$ cat src/rtl/stream_mux4.sv
// Four-channel valid/ready stream mux with round-robin arbitration and a registered output stage.
// Optional packet locking is enabled by defining STREAM_MUX4_LOCK_EN.
module stream_mux4 #(
    parameter int WIDTH = 8
) (
    input  logic               clk,
    input  logic               rst,
    input  logic [4*WIDTH-1:0] din,
    input  logic [3:0]         in_valid,
    output logic [3:0]         in_ready,
    output logic [WIDTH-1:0]   dout,
    output logic               out_valid,
    input  logic               out_ready,
`ifdef STREAM_MUX4_LOCK_EN
    input  logic [3:0]         in_last,
    output logic               out_last,
`endif
    output logic [1:0]         sel
);

    typedef enum logic {
        ST_EMPTY = 1'b0,
        ST_FULL  = 1'b1
    } state_t;

    state_t             state_q, state_d;
    logic [WIDTH-1:0]   dout_q, dout_d;
    logic [1:0]         sel_q, sel_d;
    logic [1:0]         ptr_q, ptr_d;
    logic [WIDTH-1:0]   ch_s [4];
    logic               load_s;
    logic               found_s;
    logic [1:0]         gnt_s;
    logic               accept_s;
    logic [1:0]         idx_s;
`ifdef STREAM_MUX4_LOCK_EN
    logic               lock_q, lock_d;
    logic               last_q, last_d;
`endif

    for (genvar i = 0; i < 4; i++) begin : g_split
        assign ch_s[i] = din[i*WIDTH +: WIDTH];
    end

    assign load_s    = (state_q == ST_EMPTY) || out_ready;
    assign out_valid = (state_q == ST_FULL);
    assign dout      = dout_q;
    assign sel       = sel_q;
`ifdef STREAM_MUX4_LOCK_EN
    assign out_last  = last_q;
`endif

    // Round-robin search from ptr; a locked packet only considers its own channel (sel_q).
    always_comb begin
        found_s = 1'b0;
        gnt_s   = ptr_q;
        idx_s   = ptr_q;
`ifdef STREAM_MUX4_LOCK_EN
        if (lock_q) begin
            found_s = in_valid[sel_q];
            gnt_s   = sel_q;
        end else begin
`endif
            for (int k = 0; k < 4; k++) begin
                idx_s = ptr_q + 2'(k);
                if (!found_s && in_valid[idx_s]) begin
                    found_s = 1'b1;
                    gnt_s   = idx_s;
                end else begin
                    found_s = found_s;
                end
            end
`ifdef STREAM_MUX4_LOCK_EN
        end
`endif
    end

    // One-hot ready for the granted channel; forced low during reset.
    always_comb begin
        accept_s = load_s && found_s && !rst;
        in_ready = 4'b0000;
        if (accept_s) begin
            in_ready[gnt_s] = 1'b1;
        end else begin
            in_ready = 4'b0000;
        end
    end

    // Output FSM next state: accept (possibly drain+reload), drain to EMPTY, or hold.
    always_comb begin
        state_d = state_q;
        dout_d  = dout_q;
        sel_d   = sel_q;
        ptr_d   = ptr_q;
`ifdef STREAM_MUX4_LOCK_EN
        lock_d  = lock_q;
        last_d  = last_q;
`endif
        if (accept_s) begin
            state_d = ST_FULL;
            dout_d  = ch_s[gnt_s];
            sel_d   = gnt_s;
`ifdef STREAM_MUX4_LOCK_EN
            last_d  = in_last[gnt_s];
            if (in_last[gnt_s]) begin
                lock_d = 1'b0;
                ptr_d  = gnt_s + 2'd1;
            end else begin
                lock_d = 1'b1;
                ptr_d  = ptr_q;
            end
`else
            ptr_d   = gnt_s + 2'd1;
`endif
        end else begin
            case (state_q)
                ST_FULL: begin
                    if (out_ready) begin
                        state_d = ST_EMPTY;
                    end else begin
                        state_d = ST_FULL;
                    end
                end
                ST_EMPTY: state_d = ST_EMPTY;
                default:  state_d = ST_EMPTY;
            endcase
        end
    end

    // State and output registers with asynchronous active-high reset.
    always_ff @(posedge clk or posedge rst) begin
        if (rst) begin
            state_q <= ST_EMPTY;
            dout_q  <= {WIDTH{1'b0}};
            sel_q   <= 2'd0;
            ptr_q   <= 2'd0;
`ifdef STREAM_MUX4_LOCK_EN
            lock_q  <= 1'b0;
            last_q  <= 1'b0;
`endif
        end else begin
            state_q <= state_d;
            dout_q  <= dout_d;
            sel_q   <= sel_d;
            ptr_q   <= ptr_d;
`ifdef STREAM_MUX4_LOCK_EN
            lock_q  <= lock_d;
            last_q  <= last_d;
`endif
        end
    end

endmodule

$ cat config.mk
export PLATFORM = sky130hd
export DESIGN_NAME = stream_mux4
export DESIGN_NICKNAME = d
export VERILOG_FILES = /design/src/rtl/stream_mux4.sv
export SDC_FILE = /design/constraint.sdc
export NUM_CORES = 1
export LEC_CHECK = 0
export BUFFER_PORTS_ARGS = -buffer_cell sky130_fd_sc_hd__buf_4
export CAP_MARGIN = 20
export CORE_MARGIN = 3
export CORE_UTILIZATION = 38
export CTS_CLUSTER_DIAMETER = 40
export DETAILED_ROUTE_END_ITERATION = 8
export GPL_TIMING_DRIVEN = 0
export PLACE_DENSITY_LB_ADDON = 0.1
export SLEW_MARGIN = 0
export SYNTH_ARGS = -nofsm -noshare
export SYNTH_HDL_FRONTEND = slang
export SYNTH_SLANG_ARGS = --single-unit
$ cat constraint.sdc
create_clock -name clk -period 2.8 [get_ports clk]
set_clock_uncertainty 0.05 [all_clocks]
set_input_delay 0.7 -clock clk [delete_from_list [all_inputs] [get_ports clk]]
set_output_delay 0.7 -clock clk [all_outputs]
set_load 0.1 [all_outputs]
[After elaboration in Yosys (flattened, before gate mapping)]
Index checks and enable logic that the tools add are counted.
Word-level totals
  flip-flop bits (word level): 13
  input bits: 39
  output and inout port bits: 15
Cells by class
  add/sub/neg operators: 4
  $lt $le $gt $ge: 7
  multiplexer cells: 24
  bitwise operators: 2
  reductions and logical operators: 11
Operators by type and width (count)
  $bmux 8 s2: 1
  $mux 8: 2
  $lt 2x3->1 const B: 5
  $mux 1: 11
  $bmux 1 s2: 4
  $logic_and 1x1->1: 6
  $mux 2: 3
  $add 2x1->2 const B: 2
  $add 2x2->2 const B: 2
  $logic_not 1->1: 4
  $mux 4: 1
  $ge 3x3->1 const B: 1
  $not 2->3: 1
  $demux 1 s2: 1
  $ge 2x1->1 const B: 1
  $pmux 1 s2: 1
  $logic_or 1x1->1: 1
  $not 1->1: 1

[Logic depth before layout (Yosys ltp)]
  depth after elaboration: 17
  mapped depth: 7

[Worst setup path after synthesis]
OpenSTA, ideal clock, no wires.
  kind: reg2out
  from: register state_q (netlist: out_valid)
  to: output in_ready[2]
  arrival: 2870 ps
  setup slack: -820 ps
  stages on the path, launching flop included: 4
  buffers on the path: 0
  path through: dfrtp_1 > a211oi_2 > o21ai_2 > nor2_1
On the way
  word-level cells in the longest chain between the ends: 5
RTL lines
  start, declared: line 26  | state_t state_q, state_d;
  start signal, assigned: line 142  | state_q <= state_d;
  $not 1->1: line 45  | assign load_s = (state_q == ST_EMPTY) || out_ready;
  $logic_or 1x1->1: line 45
  $logic_and 1x1->1 (2 in a row): line 80  | accept_s = load_s && found_s && !rst;
  $mux 4: line 82  | if (accept_s) begin
  end, declared: line 10  | output logic [3:0] in_ready,
Every way passes these cells.

[Worst setup path after layout]
  from: input in_valid[2]
  to: output in_ready[0]
On the way
  word-level cells in the longest chain between the ends: 17
  elaborated cells on any way between the ends: 29
  classes of those cells: order compare: 2; mux: 18; reduce/logical: 9
RTL lines
  start, declared: line 9  | input logic [3:0] in_valid,
  $bmux 1 s2: line 66  | if (!found_s && in_valid[idx_s]) begin
  $mux 1 (not written as such): line 66
  $mux 1: line 66
  $logic_not 1->1: line 66
  $logic_and 1x1->1: line 66
  $mux 1: line 66
  $logic_not 1->1: line 66
  $logic_and 1x1->1: line 66
  $mux 1: line 66
  $logic_not 1->1: line 66
  $logic_and 1x1->1: line 66
  $mux 2: line 66
  $lt 2x3->1 (not written as such) or $ge 2x1->1 (tied branches): line 83  | in_ready[gnt_s] = 1'b1;
  $logic_and 1x1->1 (not written as such): line 83
  $mux 1 (not written as such): line 83
  $demux 1 s2: line 83
  $mux 4 (*): line 82
Every way passes the cells marked *; elsewhere a longest branch is shown, timed or not. The select of a mux whose other input is x is not followed.

==> reports/summary.txt <==
Status: complete, no violations
Worst setup SP type: primary input
Clock Power Share: 7.2%
Ant. Diodes: 0
Die Height: 57.3 um
Gate power share: 73.3%
Vias in the first global route: 995
Via count: 1007
Crit Path Class: primary input to output port
Worst-path clk slew: 0.09 ns
Max-cap violations: 0
Antenna violation net count after detailed routing: 0
WP depth: 8
WP data arrival: 1.99 ns
Ports: 54
Layout cells sized above 1: 67.9%
FF+latch area: 327 sq um
Crit path capture type: output port
Avg WL per Cell: 16.0 um
CP max stage delay: 0.23 ns
Hpwl dp: 2050 um
Synth Warn #: 0
Final WL: 3040 um
Critical-path cell list: buf_4 -> a21boi_2 -> o21bai_4 -> nand3_2 -> buf_8 -> buf_6 -> and3_4 -> buf_12
Reg2Reg Depth: 6
RSZ-0062 raised after global routing: false
Initial Utilization: 42.3%
CTS tree: yes
Sw Share: 58.4%
Distinct cells, synth: 26
Sequential share of power: 19.5%
Critical-path top delay cell: o21bai_4
First-pass GRT wire length: 4610 um
Chip width: 57.3 um
DR vias/cell: 5.30
Final Max Tran Viols: 0
Avg Synthesized Cell Area: 11.0 sq um
Drt initial violations: 9
Drt drc: 0
Commonest non-fill, non-tap cell in the layout: buf_4
TritonCTS Sinks: 13
CP Max Fanout: 10
GP Congestion: 0.713
Highest-count cells in the layout ignoring fill and taps: buf_4, a211oi_2, nor2_1, dfrtp_1
Die ar.: 3280 sq um
CP top delay family: buffers and inverters
Hold crit path type: primary input to asynchronous set/reset pin
Post-Route Utilization: 70.5%
Switching pwr: 0.00101 W
Cell Area, Synth: 1000 sq um
Core Rows: 17
Root buf cell: clkbuf_4
Peak VDD IR: 0.795 mV
GRT Residual Overflow: 0
Period utilisation layout: 97.7%
Clk buf depth: 2
GRT Total Usage: 17.7%
Syn Nets: 130
Final count of negative-setup-slack endpoints: 0
Layout net count: 202
Relative slew slack: 63.6%
1st-pass router iterations: 4
Register bit total from synthesis: 13
Footprint of the multi-input gates: 702 sq um
Hold Buf Count CTS: 0
Tmin final: 2.74 ns
Total Neg Setup Slack: 0 ns
Power Internal: 0.000722 W
Clock buffer count from CTS: 3
Crit path buffers/inverters: 4
Antenna violations before repair: 0
Number of port buffers: 53
Slew @ Worst Pin: 0.546 ns
Seq/Total Area, Yosys: 32.5%
Leak: 0.733 nW
Layout filler cell count: 183
Synth-to-layout area growth: 66.5%
WP data required: 2.05 ns
CORE AREA: 2360 sq um
Clk Latency, worst-skew pair: 0.29 ns
Syn Inst Count: 91
H-tree lvl count: 1
Pin count of the biggest net entering global routing: 14
Pwr dens: 1040 nW/um^2
Highest Clock Rate: 365 MHz
Fin. Hold Viols: 0
## power groups by stage
stage / Sequential [W] / Combinational (W) / Clock (W)
after global placement: 0.000329 / 0.00116 / 0
after global routing: 0.000349 / 0.00132 / 0.000131
after detailed placement: 0.000333 / 0.00117 / 0
after CTS: 0.000333 / 0.00120 / 0.000123
final: 0.000338 / 0.00127 / 0.000125
after floorplan: 0.000825 / 0.000431 / 0
## flip-flops by register name (all words and copies together) (netlist names)
| name | flops |
|---|---|
| ptr_q | 2 |
| out_valid | 1 |
| sel | 2 |
| dout | 8 |
## through the flow
stage               hold WS [ns]  instances  worst slack, ns  total power [W]  cell area (sq um)
floorplan                  0.499         91          0.00659          0.00126               1030
global placement           0.433        172           -0.197          0.00149               1460
detailed placement         0.443        172           -0.205          0.00151               1460
CTS                        0.453        178          -0.0381          0.00166               1560
global route               0.464        190          0.00971          0.00180               1660
finish                     0.426        190           0.0632          0.00174               1660
## cells by family after synthesis
kind of cell | Yosys count | share of synthesized area, %
and+or+nand+nor | 35 | 21.4
AOI/OAI and AO/OA | 27 | 31.4
DFF | 13 | 32.5
muxes | 9 | 9.14
buffers and inverters | 6 | 4.63
xor gates and xnor gates | 1 | 0.876
## worst paths after layout
| check | startpoint | to | slack, ns |
|---|---|---|---|
| setup / recovery | in_valid[2] | in_ready[0] | 0.06 |
| hold / removal | rst | dout[2] | 0.43 |
| setup reg to reg | ptr_q[1] | dout[0] | 1.03 |
| hold reg to reg | sel[1] | sel[1] | 0.46 |
| max in group asynchronous | rst | ptr_q[1] | 1.89 |
| min in group clk | sel[1] | sel[1] | 0.46 |
## layout make-up
type                    instances  share of cell area, %
flip-flops and latches         13                   19.6
clock buffers                   4                   1.58
inverters                       2                  0.451
well taps                      28                   2.11
multi-input cells              72                   42.2
repair buffers                 67                   31.5
plain buffers                   4                   2.56
## metal layers
layer / vias to the layer above / part of all wire [%] / routed length (um) / global-route usage (%)
li1: 490 / - / - / -
met1: 476 / 42 / 1280 / 22.4
met2: 39 / 50 / 1530 / 30.0
met3: 2 / 6.9 / 210 / 5.20
met4: 0 / 0.56 / 17 / 3.64
met5: - / 0 / 0 / 0
## cells in the mapped netlist
cell | n | share of area, %
and4_1 | 8 | 7.0
buf_2 | 1 | 0.50
xnor2_1 | 1 | 0.88
a2111oi_4 | 1 | 2.8
mux2i_1 | 8 | 8.0
dfrtp_1 | 13 | 33
nor2_1 | 15 | 5.6
nand3_2 | 1 | 1.0
and2_4 | 1 | 0.88
o21a_1 | 1 | 0.75
nor2_2 | 1 | 0.63
buf_6 | 3 | 3.4
nor3_1 | 1 | 0.50
and3_1 | 1 | 0.63
o21ai_2 | 2 | 1.8
a211oi_2 | 17 | 21
o21bai_2 | 2 | 2.3
inv_1 | 2 | 0.75
nor2b_2 | 2 | 1.8
nor4_1 | 1 | 0.63
and3_2 | 2 | 1.5
a21oi_1 | 2 | 1.0
nor2b_1 | 2 | 1.3
mux2_2 | 1 | 1.1
a21boi_1 | 1 | 0.75
o2bb2ai_1 | 1 | 0.88
## timing repair
item | CTS | global route
setup endpoints to repair | 4 | 4
resized for setup | 10 | 6
pin swaps | 1 | 5
cloned | 0 | 0
buffers inserted | 2 | 12
Note: power is estimated with default switching activity, not from simulation.
